===== src/rtl/multi_ch_delay_line.sv =====
// Multi-channel ring-buffer delay line with runtime delay change and flush.
// Optional DELAY_LINE_FILL_ZERO_EN: emit zero-valued samples while priming.
module multi_ch_delay_line #(
  parameter int DATA_WIDTH = 8,
  parameter int NUM_CH     = 2,
  parameter int ADDR_WIDTH = 6,
  parameter int RST_WAIT   = 8
) (
  input  logic                         clk,
  input  logic                         rst,
  input  logic [ADDR_WIDTH-1:0]        delay_ctl,
  input  logic                         flush,
  input  logic [NUM_CH*DATA_WIDTH-1:0] data_in,
  input  logic                         data_in_valid,
  output logic [NUM_CH*DATA_WIDTH-1:0] data_out,
  output logic                         data_out_valid,
  output logic [ADDR_WIDTH-1:0]        delay_applied,
  output logic                         filled
);

  localparam int W     = NUM_CH * DATA_WIDTH;
  localparam int DEPTH = 1 << ADDR_WIDTH;

  typedef enum logic [1:0] {
    IDLE = 2'd0,
    FILL = 2'd1,
    RUN  = 2'd2
  } state_t;

  state_t                state_q;
  logic [ADDR_WIDTH-1:0] wptr_q;
  logic [ADDR_WIDTH-1:0] fill_cnt_q;
  logic [7:0]            wait_cnt_q;
  logic [ADDR_WIDTH-1:0] dly_q;
  logic [W-1:0]          dout_q;
  logic                  dvld_q;
  logic [W-1:0]          mem_q [DEPTH];

  logic                  active;
  logic                  restart_d;
  logic                  wr_en_d;
  logic                  fill_last_d;
  logic [ADDR_WIDTH-1:0] raddr_d;
  logic [W-1:0]          rd_data_d;

  always_comb begin
    active      = (state_q == FILL) || (state_q == RUN);
    restart_d   = active && (flush || (delay_ctl != dly_q));
    wr_en_d     = active && data_in_valid && !restart_d;
    fill_last_d = (ADDR_WIDTH'(fill_cnt_q + 1'b1) == dly_q);
    raddr_d     = wptr_q - dly_q;
    // Zero delay reads the sample arriving this cycle.
    rd_data_d   = (dly_q == '0) ? data_in : mem_q[raddr_d];
  end

  always_ff @(posedge clk) begin
    if (!rst && wr_en_d) begin
      mem_q[wptr_q] <= data_in;
    end
  end

  always_ff @(posedge clk) begin
    if (rst) begin
      state_q    <= IDLE;
      wptr_q     <= '0;
      fill_cnt_q <= '0;
      wait_cnt_q <= '0;
      dly_q      <= '0;
      dout_q     <= '0;
      dvld_q     <= 1'b0;
    end else begin
      dvld_q <= 1'b0;
      unique case (state_q)
        IDLE: begin
          wait_cnt_q <= wait_cnt_q + 8'd1;
          if (wait_cnt_q == 8'(RST_WAIT - 1)) begin
            dly_q   <= delay_ctl;
            state_q <= (delay_ctl == '0) ? RUN : FILL;
          end
        end
        FILL, RUN: begin
          if (restart_d) begin
            // Drop the sample in this cycle and refill from slot 0.
            dly_q      <= delay_ctl;
            wptr_q     <= '0;
            fill_cnt_q <= '0;
            state_q    <= (delay_ctl == '0) ? RUN : FILL;
          end else if (data_in_valid) begin
            wptr_q <= wptr_q + 1'b1;
            if (state_q == FILL) begin
              fill_cnt_q <= fill_cnt_q + 1'b1;
              if (fill_last_d) begin
                state_q <= RUN;
              end
`ifdef DELAY_LINE_FILL_ZERO_EN
              dout_q <= '0;
              dvld_q <= 1'b1;
`endif
            end else begin
              dout_q <= rd_data_d;
              dvld_q <= 1'b1;
            end
          end
        end
        default: state_q <= IDLE;
      endcase
    end
  end

  assign data_out       = dout_q;
  assign data_out_valid = dvld_q;
  assign delay_applied  = dly_q;
  assign filled         = (state_q == RUN);

endmodule


===== config.mk =====
export PLATFORM = sky130hd
export DESIGN_NAME = multi_ch_delay_line
export DESIGN_NICKNAME = d
export VERILOG_FILES = /design/src/rtl/multi_ch_delay_line.sv
export SDC_FILE = /design/constraint.sdc
export NUM_CORES = 1
export LEC_CHECK = 0
export ABC_CLOCK_PERIOD_IN_PS = 5000
export BUFFER_PORTS_ARGS = -buffer_cell sky130_fd_sc_hd__clkbuf_2
export CORE_UTILIZATION = 65
export CTS_BUF_LIST = sky130_fd_sc_hd__clkbuf_4 sky130_fd_sc_hd__clkbuf_8
export CTS_CLUSTER_SIZE = 14
export DETAILED_ROUTE_END_ITERATION = 10
export GPL_TIMING_DRIVEN = 0
export MAX_ROUTING_LAYER = met4
export PLACE_DENSITY = 0.82
export SYNTH_ARGS = -nofsm -noshare
export SYNTH_HDL_FRONTEND = slang
export SYNTH_SLANG_ARGS = --single-unit

===== constraint.sdc =====
create_clock -name clk -period 5 [get_ports clk]
set_input_delay 0.5 -clock clk [delete_from_list [all_inputs] [get_ports clk]]
set_output_delay 0.5 -clock clk [all_outputs]
set_load 0.02 [all_outputs]

==> flow_results.org <==
** Outcome
- The flow ran to the end, and the final reports show no timing, DRC or antenna violations.

** Critical path
- Category of the most critical setup path :: flip-flop to flip-flop
- Launching element type of the critical path :: flip-flop
- Along the worst path, the maximum fanout reaches 10.
- Data arrives at the worst endpoint at around 5400 ps.
- Type of destination of the critical path :: flip-flop
- Data on the critical path is required at its endpoint by 5710 ps.

** Place
- Placed wire-length estimate :: about 60 mm
- Setup WS pre-CTS :: 378 ps
- After detailed placement, the total cell area comes to ~44000 um2.
- Routability-driven placement finished with a final weighted congestion of between 0.9 and 1.
- # port buffers :: 48

** STA
- Based on the critical path, the design can be clocked at up to about 210 MHz.
- After layout, the worst setup slack is between 200 and 300 ps.
- Final Skew :: 38.7 ps
- Number of failing hold endpoints at the final stage :: 0
- After routing, the total negative slack on setup checks comes to 0 ps.
- Subtracting the final worst setup slack from the clock period gives 4730 ps.
- In this run the tightest slew margin relative to its limit is around 1.2%.
- Setup violations remaining at the end of the flow were counted as 0.
- Fin crit share :: 94.7%
- The final number of max-transition violations is 0.
- Setup repair after global routing left no endpoint under its margin.
- For the pin with the worst max-slew slack, the measured transition is around 1500 ps.

** Routing
- In this run, the number of DRC markers left after iteration 0 of detailed routing was about 2900.
- The routed layout has 21781 vias.
- Antenna Nets Post-Route :: 0
- For this run, design rule violations remaining after detail routing come to 0.
- After detailed routing, the average wire length per cell comes to just over 30 um.
- Detailed Routing Iterations Pass 1 :: 7
- Using the TritonRoute via totals, the vias-per-cell ratio works out to slightly below 7.
- Drt total wl :: approximately 99 mm

** Layout
- The top cell types in the final layout, fill and taps aside, are edfxtp_1, mux4_2, clkbuf_8.
- Area growth from synthesis to final layout :: 12.2%
- Multi-input gate area :: 9850 um2
- Cell area after layout :: ~47000 um2
- Most common cell after layout, fill and taps aside :: edfxtp_1
- After filler insertion, the fill cell instance count of the layout stands at about 3400.
- Layout cell share with drive strength beyond 1 :: 30.1%
- Net count reported at finish :: ~2300
- In the final layout, flip-flops and latches occupy about 32000 um2.

** Hold path
- The path class of the tightest hold or removal check is input pin to flip-flop.

** Floorplan
- Site row count :: 92
- Core Area :: 63400 um2
- Chip height :: between 200 and 300 um
- Die outline area :: 65500 um2
- Initial Utilization :: between 60% and 70%
- Die width :: between 200 and 300 um
- Number of I/O pins :: 50

** Logic synthesis
- After synthesis, the largest family of logic cells by area is multiplexers.
- Of the total synthesized cell area, the portion taken by XOR and XNOR cells is less than 1%.
- Yosys mapped a number of flops with a built-in enable equal to between 1000 and 1500.
- Of the total synthesized cell area, the portion taken by full adders, half adders and majority gates is less than 1%.
- The mapped netlist covers 41900 um2.
- Main synth FF type :: edfxtp_1
- The Yosys step of the flow raised 0 warnings.
- Synthesized area divided by synthesized cell count :: 21.0 um2
- Number of instances in the synthesized netlist :: 1999
- Yosys mapped the design onto 54 distinct sky130hd cell types.
- After synthesis, the share of cell area in mux cells is roughly 17%.
- Share of the synthesized area in compound gates (AO/OA/AOI/OAI) :: about 2.5%
- Share of flip-flops with an asynchronous set or reset :: 0%
- Sequential cells were found to cover 75.5% of the synthesized design area.
- Post-Synth Simple-Gate Area :: under 10%
- Net Count, Synth :: 2038
- Synthesis inferred between 1000 and 1500 register bits.

** Global route
- After global routing the overflow that remains totals 0.
- Entering global routing, the biggest net connects 66 pins.
- First-pass GRT wire length :: roughly 140 mm
- Vias in the first global route :: between 20000 and 25000
- The initial antenna violation count was 1.
- Global-route usage over all layers :: a little under a third

** Pwr
- VDD sags by at most approximately 0.31 mV.
- Static leakage :: approximately 15 nW
- Areal power density over the cells :: between 400 and 500 nW/um2

** Clock tree
- The tree built by TritonCTS fans out to approximately 1100 sinks.
- Post-cts hold buffer count :: 7
- Buffers added to address setup during post-CTS repair amount to 0.
- Counting the buffers created by CTS gives 157.
- TritonCTS built the clock tree.
- Post-CTS sizing :: 0
- Clock tree synthesis selected as its root buffer the cell clkbuf_8.
- After clock tree synthesis, the clock-pin slew on the worst setup and hold paths is roughly 60 ps.
- In this run the deepest clock path goes through 3 buffers.
- The H-tree was split into 4 levels.
- Clock latency on the worst-skew pair, taken at its later pin, is 830 ps.

** Run
- The tool flagged a number of max-cap violations equal to 0.
[cell families after synthesis]
kind of cell	count (synthesis)
adder cells (fa/ha/maj)	13
XOR/XNOR	33
multiplexers	377
flip-flops	1069
buffers and inverters	127
AO/OA/AOI/OAI	144
AND/OR/NAND/NOR	236
[cells in the mapped netlist, types with 16 or more instances]
cell	count	area [um2]
nand4_1	22	138
dfxtp_1	45	901
nand3_1	30	150
o211a_1	16	160
a22oi_1	48	360
mux2i_1	105	1050
mux4_2	256	5770
nand2_1	31	116
buf_1	16	60.1
nor2_1	98	368
edfxtp_1	1024	30700
buf_2	47	235
xor2_1	18	158
mux2_2	16	180
nor2b_1	21	131
clkbuf_1	45	169
a211oi_1	32	240
[metal layers]
metal	share of wire (%)	wire length [um]	global-route usage (%)	vias to the layer above
met5	0	0	-	-
li1	-	-	-	8860
met3	12	12200	8.73	275
met1	37	36200	42.7	11060
met4	3.3	3300	11.5	0
met2	48	47000	47.2	1586
[state kept, by name (all words and copies together), names as in the netlist]
signal / cells
mem_q: 1024
wptr_q: 6
data_out: 16
wait_cnt_q: 8
delay_applied: 6
state_q: 2
fill_cnt_q: 6
data_out_valid: 1
[report_power, final]
part	leakage, nW	internal (W)	switching (W)
Sequential	9.56	0.00982	0.0000330
Clock	1.57	0.00346	0.00327
Combinational	4.25	0.00224	0.00343
[critical path: stages (launching register included)]
cell and delay, ps:
dfxtp_1 390, clkbuf_1 380, inv_1 190, fa_1 540, buf_2 210, clkbuf_1 720, clkbuf_1 540, mux4_2 450
mux2i_1 460, a211oi_1 220, o21ai_0 370, nand3_1 110
[path summary, 6_finish.rpt]
| check | startpoint | endpoint | slack, ps | cells after the start |
|---|---|---|---|---|
| max | wptr_q[1] | data_out[3] | 270 | 11 |
| min | data_in[1] | mem_q[33][1] | 110 | 1 |
| max reg2reg | wptr_q[1] | data_out[3] | 270 | 11 |
| min reg2reg | wait_cnt_q[7] | wait_cnt_q[7] | 490 | 2 |
[stage by stage]
stage / std cells / util [%] / total power (W) / hold WS (ps)
2_1_floorplan: 1999 / - / 0.0137 / 459
3_3_place_gp: 2893 / 68.2 / 0.0154 / 471
3_5_place_dp: 2930 / 69.1 / 0.0155 / 483
4_1_cts: 3219 / 73.9 / 0.0221 / 177
5_1_grt: 3228 / 74.2 / 0.0228 / 83.4
6_report: 3228 / 74.2 / 0.0223 / 113
[layout make-up]
cell class / count / area share, %
Antenna cell: 1 / 0.00532
Buffer: 113 / 1.07
Clock buffer: 209 / 5.46
Clock inverter: 73 / 0.880
Inverter: 14 / 0.112
Multi-Input combinational cell: 803 / 20.9
Sequential cell: 1069 / 67.3
Tap cell: 846 / 2.25
Timing Repair Buffer: 100 / 2.03
No activity file was read; power rests on OpenSTA's default activity.
